===== src/rtl/loopback_pkg.sv =====
`default_nettype none
//==============================================================================
// Package : loopback_pkg
// Brief   : Shared widths and checker state encoding for the loopback link.
// Rev     : 1.0 - initial release
//==============================================================================
package loopback_pkg;

    localparam int LB_DATA_W = 8;
    localparam int ROT_W     = $clog2(LB_DATA_W);

    typedef enum logic [1:0] {
        SEARCH_SEED = 2'd0,
        SEARCH_CHK  = 2'd1,
        CONFIRM     = 2'd2,
        LOCKED      = 2'd3
    } chk_state_t;

endpackage
`default_nettype wire


===== src/rtl/counter_datacheck_bit_aligner.sv =====
`default_nettype none
//==============================================================================
// Module : bit_aligner
// Brief  : Holds the previous RX word and selects a DATA_W-bit window at rot.
// Rev    : 1.0 - initial release
//==============================================================================
module bit_aligner
    import loopback_pkg::*;
#(
    parameter int DATA_W = LB_DATA_W
) (
    input  logic              clk,
    input  logic              rst,
    input  logic              din_valid,
    input  logic [DATA_W-1:0] din,
    input  logic [ROT_W-1:0]  rot,
    output logic [DATA_W-1:0] aligned,
    output logic              aligned_vld
);

    logic [DATA_W-1:0]   r_prev_din;
    logic                r_prev_vld;
    logic [2*DATA_W-1:0] w_window;
    logic [ROT_W:0]      w_base;

    always_ff @(posedge clk) begin
        if (rst) begin
            r_prev_din <= '0;
            r_prev_vld <= 1'b0;
        end else if (din_valid) begin
            r_prev_din <= din;
            r_prev_vld <= 1'b1;
        end
    end

    // Older word occupies the low half, so rot=0 selects the previous word intact.
    assign w_window    = {din, r_prev_din};
    assign w_base      = {1'b0, rot};
    assign aligned     = w_window[w_base +: DATA_W];
    assign aligned_vld = din_valid & r_prev_vld;

endmodule
`default_nettype wire


===== src/rtl/counter_datacheck.sv =====
`default_nettype none
//==============================================================================
// Module : counter_datacheck
// Brief  : RX-side checker that bit-aligns and locks to the incrementing counter.
// Rev    : 1.0 - initial release
//==============================================================================
module counter_datacheck
    import loopback_pkg::*;
#(
    parameter int DATA_W     = LB_DATA_W,
    parameter int LOCK_CNT   = 16,
    parameter int UNLOCK_ERR = 4,
    parameter int CNT_W      = 32
) (
    input  logic              clk,
    input  logic              rst,
    input  logic              din_valid,
    input  logic [DATA_W-1:0] din,
    input  logic              clear_counts,
    output logic              locked,
    output logic [ROT_W-1:0]  rot,
    output logic              err_pulse,
    output logic [CNT_W-1:0]  err_count,
    output logic [CNT_W-1:0]  word_count
);

    localparam int MW = $clog2(LOCK_CNT + 1);
    localparam int EW = $clog2(UNLOCK_ERR + 1);
    localparam logic [MW-1:0] c_lock_cnt   = MW'(LOCK_CNT);
    localparam logic [EW-1:0] c_unlock_err = EW'(UNLOCK_ERR);

    chk_state_t        r_state, w_state_nxt;
    logic [ROT_W-1:0]  r_rot, w_rot_nxt;
    logic [DATA_W-1:0] r_seed, w_seed_nxt;
    logic [DATA_W-1:0] r_exp, w_exp_nxt;
    logic [MW-1:0]     r_match_cnt, w_match_nxt;
    logic [EW-1:0]     r_miss_cnt, w_miss_nxt;
    logic              r_locked, w_locked_nxt;
    logic              r_err_pulse, w_err_pulse_nxt;
    logic [CNT_W-1:0]  r_err_count, r_word_count;
    logic              w_err_inc, w_word_inc;

    logic [DATA_W-1:0] w_aligned;
    logic              w_aligned_vld;
    logic [DATA_W-1:0] w_aligned_inc, w_seed_inc;
    logic [MW-1:0]     w_match_inc;
    logic [EW-1:0]     w_miss_inc;

    bit_aligner #(
        .DATA_W (DATA_W)
    ) u_bit_aligner (
        .clk         (clk),
        .rst         (rst),
        .din_valid   (din_valid),
        .din         (din),
        .rot         (r_rot),
        .aligned     (w_aligned),
        .aligned_vld (w_aligned_vld)
    );

    assign w_aligned_inc = w_aligned + DATA_W'(1);
    assign w_seed_inc    = r_seed + DATA_W'(1);
    assign w_match_inc   = r_match_cnt + MW'(1);
    assign w_miss_inc    = r_miss_cnt + EW'(1);

    always_comb begin
        w_state_nxt     = r_state;
        w_rot_nxt       = r_rot;
        w_seed_nxt      = r_seed;
        w_exp_nxt       = r_exp;
        w_match_nxt     = r_match_cnt;
        w_miss_nxt      = r_miss_cnt;
        w_locked_nxt    = r_locked;
        w_err_pulse_nxt = 1'b0;
        w_err_inc       = 1'b0;
        w_word_inc      = 1'b0;
        if (w_aligned_vld) begin
            case (r_state)
                SEARCH_SEED: begin
                    w_seed_nxt  = w_aligned;
                    w_state_nxt = SEARCH_CHK;
                end
                SEARCH_CHK: begin
                    if (w_aligned == w_seed_inc) begin
                        w_exp_nxt   = w_aligned_inc;
                        w_match_nxt = MW'(1);
                        w_state_nxt = CONFIRM;
                    end else begin
                        w_rot_nxt   = r_rot + ROT_W'(1);
                        w_state_nxt = SEARCH_SEED;
                    end
                end
                CONFIRM: begin
                    if (w_aligned == r_exp) begin
                        w_match_nxt = w_match_inc;
                        w_exp_nxt   = w_aligned_inc;
                        if (w_match_inc == c_lock_cnt) begin
                            w_state_nxt  = LOCKED;
                            w_locked_nxt = 1'b1;
                            w_miss_nxt   = '0;
                        end
                    end else begin
                        w_rot_nxt   = r_rot + ROT_W'(1);
                        w_state_nxt = SEARCH_SEED;
                    end
                end
                LOCKED: begin
                    // Always resync to the received value so one bad word costs at most two errors.
                    w_exp_nxt  = w_aligned_inc;
                    w_word_inc = 1'b1;
                    if (w_aligned == r_exp) begin
                        w_miss_nxt = '0;
                    end else begin
                        w_err_pulse_nxt = 1'b1;
                        w_err_inc       = 1'b1;
                        w_miss_nxt      = w_miss_inc;
                        if (w_miss_inc == c_unlock_err) begin
                            w_locked_nxt = 1'b0;
                            w_state_nxt  = SEARCH_SEED;
                        end
                    end
                end
                default: w_state_nxt = SEARCH_SEED;
            endcase
        end
    end

    always_ff @(posedge clk) begin
        if (rst) begin
            r_state     <= SEARCH_SEED;
            r_rot       <= '0;
            r_seed      <= '0;
            r_exp       <= '0;
            r_match_cnt <= '0;
            r_miss_cnt  <= '0;
            r_locked    <= 1'b0;
            r_err_pulse <= 1'b0;
        end else begin
            r_state     <= w_state_nxt;
            r_rot       <= w_rot_nxt;
            r_seed      <= w_seed_nxt;
            r_exp       <= w_exp_nxt;
            r_match_cnt <= w_match_nxt;
            r_miss_cnt  <= w_miss_nxt;
            r_locked    <= w_locked_nxt;
            r_err_pulse <= w_err_pulse_nxt;
        end
    end

    // Clear wins over a same-cycle increment; counters hold at all-ones.
    always_ff @(posedge clk) begin
        if (rst || clear_counts) begin
            r_err_count  <= '0;
            r_word_count <= '0;
        end else begin
            if (w_err_inc && (r_err_count != '1))
                r_err_count <= r_err_count + CNT_W'(1);
            if (w_word_inc && (r_word_count != '1))
                r_word_count <= r_word_count + CNT_W'(1);
        end
    end

    assign locked     = r_locked;
    assign rot        = r_rot;
    assign err_pulse  = r_err_pulse;
    assign err_count  = r_err_count;
    assign word_count = r_word_count;

endmodule
`default_nettype wire


===== config.mk =====
export PLATFORM = sky130hd
export DESIGN_NAME = counter_datacheck
export DESIGN_NICKNAME = d
export VERILOG_FILES = /design/src/rtl/loopback_pkg.sv /design/src/rtl/counter_datacheck_bit_aligner.sv /design/src/rtl/counter_datacheck.sv
export SDC_FILE = /design/constraint.sdc
export NUM_CORES = 1
export LEC_CHECK = 0
export ABC_AREA = 1
export CAP_MARGIN = 20
export CORE_AREA = 5 5 131 145
export CTS_BUF_LIST = sky130_fd_sc_hd__clkbuf_4 sky130_fd_sc_hd__clkbuf_8 sky130_fd_sc_hd__clkbuf_16
export CTS_CLUSTER_DIAMETER = 150
export DETAILED_ROUTE_END_ITERATION = 10
export DIE_AREA = 0 0 136 150
export GPL_TIMING_DRIVEN = 0
export PLACE_DENSITY_LB_ADDON = 0.2
export SKIP_LAST_GASP = 1
export SYNTH_ARGS = -nofsm -noshare
export SYNTH_HDL_FRONTEND = slang
export SYNTH_SLANG_ARGS = --single-unit
export TNS_END_PERCENT = 30

===== constraint.sdc =====
create_clock -name clk -period 6 [get_ports clk]
set_clock_uncertainty 0.05 [all_clocks]
set_input_delay 0.6 -clock clk [delete_from_list [all_inputs] [get_ports clk]]
set_output_delay 0.6 -clock clk [all_outputs]
set_load 0.005 [all_outputs]

======== After elaboration in Yosys (flattened, before gate mapping) ========
Index checks and enable logic that the tools add are counted.
cells by class
  eq/ne operators ......................... 17
  shifts and indexed selects .............. 1
  muxes and demuxes ....................... 29
  $add $sub $neg .......................... 7
  reduce and logical (&&, ||, !) cells .... 14
  bitwise operators ....................... 1
operators by type and width
  cell                                                              count
  32-bit by 1-bit adder with 32-bit output (second input constant)  2
  32-bit != test (second input constant)                            2
  8-bit one-hot mux with 3 select lines                             1
  4-bit AND reduction                                               5
  8-bit by 1-bit adder with 8-bit output (second input constant)    2
  8-bit == test                                                     2
  8-bit two-way mux                                                 2
  16-bit by 4-bit indexed part select with 8-bit output             1
  3-bit two-way mux                                                 5
  2-bit != test (second input constant)                             7
  3-bit one-hot mux with 2 select lines                             2
  2-bit two-way mux                                                 5
  5-bit two-way mux                                                 2
  5-bit one-hot mux with 2 select lines                             1
  1-bit two-way mux                                                 9
  2-bit one-hot mux with 4 select lines                             1
  3-bit by 1-bit adder with 3-bit output (second input constant)    2
  6-bit AND reduction                                               1
  5-bit by 1-bit adder with 5-bit output (second input constant)    1
  5-bit == test (second input constant)                             1
  2-bit == test (second input constant)                             2
  2-bit nonzero test                                                2
  3-bit == test (second input constant)                             1
  3-bit != test (second input constant)                             1
  8 further kinds                                                   9
storage, ports and cells
  output and inout bits ................... 69
  register bits ........................... 104
  logic and storage cells ................. 81
  input bits .............................. 12

======== Logic depth before layout (Yosys ltp) ========
  depth after elaboration ................. 6
  gate-level depth with buffers ........... 20
  gate-level depth less buffers ........... 17

======== Modules after synthesis ========
From an unflattened synthesis, not the netlist that was laid out.
unflattened totals
  cell total of the unflattened synthesis .. 1060
  area total of the unflattened synthesis .. 6871.6 um2
by module, submodules not included
  module             area each (um2)  sequential area each (um2)  times used  cells each
  counter_datacheck  6115.9           1901.8                      1           929
  bit_aligner        755.7            180.2                       1           131

======== Worst setup path after synthesis ========
Ideal clock, no wire load.
  path type ............................... reg2reg
  start ................................... register r_word_count[0], in the netlist word_count[0]
  end ..................................... register r_word_count[0], in the netlist word_count[0]
  required time ........................... 5822 ps
  setup slack ............................. 3869 ps
  stages on the path, launching flop included .. 13
  setup time .............................. 128 ps
  arrival ................................. 1953 ps
  period minus slack after synthesis ...... 2131 ps
  buffers on the path ..................... 2
  cells stage by stage .................... dfxtp_1 ha_1 nand2_1 nor3_1 nand2_1 nor2_1 nand2_1 nand2_2 inv_2 buf_2 clkbuf_1 o21ai_0 a21oi_1
on the way
  longest elaborated chain between the ends .. 2
  elaborated cells on any way between the ends .. 3
  classes of those cells .................. 1 x add/sub; 1 x eq/ne; 1 x reduce/logical
RTL lines
  what                                                                              RTL line                  source
  start, declared                                                                   counter_datacheck.sv:40   logic [CNT_W-1:0] r_err_count, r_word_count;
  start signal, assigned                                                            counter_datacheck.sv:159  r_word_count <= r_word_count + CNT_W'(1);
  branches (longest 2 deep; another with 32-bit by 1-bit adder with 32-bit output)  --
Several ways; the timed one is not identified.
A chain may end at the register's enable or synchronous reset.

======== Worst setup path after layout ========
  start ................................... input port din_valid
  end ..................................... register r_word_count[29], in the netlist word_count[29]
on the way
  longest elaborated chain between the ends .. 3
RTL lines
  what               RTL line                             source
  start, declared    counter_datacheck.sv:17              input logic din_valid,
  1-bit bitwise AND  counter_datacheck_bit_aligner.sv:40  assign aligned_vld = din_valid & r_prev_vld;
  1-bit two-way mux  counter_datacheck.sv:77              if (w_aligned_vld) begin
  1-bit logical AND  counter_datacheck.sv:158             if (w_word_inc && (r_word_count != '1))
No other way between the ends.

==> results.toml <==
[global_route]
grt_max_degree = 18
grt_usage_pct = 18.0
antenna_found_initial = 0
overflow = 0
grt_pass1_vias = 6133
grt_pass1_wl_mm = 29.9

[sta]
setup_violations = 0
slew-limit-headroom_pct = 56.9
timing.final.ws_setup_ps = 3130
timing.fmax_ghz = 0.348
finalSetupTns_ps = 0
slew_violations = 0
worst_slew_pin_slew_ps = 641
rsz0062_at_grt = "no"
min_period_over_period_pct = 47.8
fin_crit_ps = 2870
hold_viol_final = 0
whs_ps = 419

[hold_path]
hold_class = "flop to flop"

[pwr]
power_density_nw_per_um2 = 182
peakVddDrop_mv = 0.140
power_w = 0.00149
p_leak_nw = 3.04

[layout]
drive_above_1_share_pct = 10.3
synthToLayoutAreaGrowth_pct = 20.3
antennaDiodeCount = 0
final_util_pct = 46.8
nets = 1144
multi_input_area_sq_um = 4040
register_area_sq_um = 2080
final_cell_mix = "nand2_1 (265), nor2_1 (118), inv_1 (110)"
final_common_cell = "nand2_1"
nFillCells = 1842

[logic_synthesis]
synth.mux.area_fraction_pct = 0
synth_seq_area_share_pct = 30.7
synth_compound_area_share_pct = 8.84
syn_area_sq_um = 6780
synthXorXnorAreaFrac_pct = 6.20
synth_cell_types = 40
synth_cells = 1029
syn_area_per_cell_sq_um = 6.59
synth_top_family_by_area = "simple AND/OR/NAND/NOR gates"
ys_warn_count = 0
synth_nets = 1054
synthSimpleGateAreaFrac_pct = 42.2
synthAdderAreaFrac_pct = 2.40
ys_ff_latch = 104

[floorplanning]
core_area_sq_um = 17400
rows = 51
die_h_microns = 150
die_w_microns = 136
start_util_pct = 38.9
die_area_sq_um = 20400
io_pins = 81

[critical_path]
critical_path_class = "input pin to flop"
crit_arrival_ps = 3080
start_kind = "input pin"
worst-path-max-fanout = 10
cp.required_ps = 6210
end_kind = "flop"

[place]
place_congestion = 0.921
port_buffers = 79
post-place-ws_ps = 2700
hpwl_mm = 14.2

[routing]
drtIter0Drc = 354
drc_errors = 0
post_drt_wl_per_cell_microns = 13.2
ant_nets = 0
vias = 6614
drt-total-wl_mm = 18.0
via_per_inst = 4.86
drtPass1Iterations = 8

[clock_tree]
clock_sinks = 104
cts_root_buf = "clkbuf_16"
numCtsBuffers = 9
clock_latency_ps = 360
cts.repair.resized = 0
cts_tree = "yes"
htree_levels = 3
cts_max_path_buffers = 2
cts_hold_buf = 0
cts.reportedPaths.clkPinSlew_ps = 80
post_cts_buffers = 0

[run]
maxCapViolCount = 0

[outcome]
status = "finished clean"
## sequential cells by signal, summed over array words and instances (netlist names)
register and flops:
r_exp 8, locked 1, r_miss_cnt 3, u_bit_aligner.r_prev_vld 1, rot 3, err_count 32, r_state 2, err_pulse 1
word_count 32, u_bit_aligner.r_prev_din 8, r_match_cnt 5, r_seed 8
## cell usage after synthesis (all sizes together)
cell    instances  area (sq um)
clkbuf         13          48.8
nand3         110           716
nand2         291          1200
buf            17           146
xnor2          10          87.6
clkinv          2          8.75
or2             2          12.5
o21ai          40           200
dfxtp         104          2080
nand3b          2          15.0
a31oi           1          6.26
ha             13           163
nor4           11          75.1
xor2           38           333
nand4          19           119
nor4b           1          8.76
nor3b           2          15.0
inv           118           450
a21oi          68           378
nor2          122           478
nor3           43           225
a211oi          1          7.51
o31ai           1          7.51
## metal layers
metal  wire [microns]  GRT usage (%)
met1             8410           22.8
met2             8680           31.5
met3              647           2.42
met4              310           5.39
met5                0              0
## kinds of logic after synthesis
group,after synthesis
buf+inv,150
fa+ha+maj,13
flops,104
xor+xnor,48
simple gates,603
compound gates,111
## power by group
group / switching, W / total (W) / internal (W)
combinational: 0.000117 / 0.000179 / 0.0000618
clock: 0.000290 / 0.000598 / 0.000308
sequential: 0.00000942 / 0.000712 / 0.000702
total: 0.000416 / 0.00149 / 0.00107
## final cells by class
cell class,instances,share of cell area (%)
Timing Repair Buffer,79,9.69
Buffer,30,2.39
Multi-Input combinational cell,775,49.6
Clock inverter,4,0.445
Clock buffer,12,3.11
Sequential cell,104,25.5
Tap cell,238,3.65
Inverter,120,5.63
## worst max-delay path: stages
cell,delay (ps)
clkdlybuf4s50_1,610
nand2_1,240
nor2_1,310
nand2_2,220
inv_2,90
buf_2,240
nand3_2,140
nor3_1,390
nand3_1,120
nand2_1,80
a21oi_1,50
## metrics by stage
stage | instances | instance area, sq um
global route | 1362 | 8160
CTS | 1362 | 8160
floorplan | 1029 | 6780
global placement | 1346 | 7870
detailed placement | 1346 | 7870
finish | 1362 | 8160
## final timing paths
kind | start | end | slack, ps | cells past startpoint
worst min register to register | u_bit_aligner.r_prev_vld | u_bit_aligner.r_prev_vld | 420 | 2
worst min-delay path | u_bit_aligner.r_prev_vld | u_bit_aligner.r_prev_vld | 420 | 2
worst max register to register | word_count[0] | word_count[0] | 3310 | 12
worst max-delay path | din_valid | word_count[29] | 3130 | 11
No activity file was read; power rests on OpenSTA's default activity.
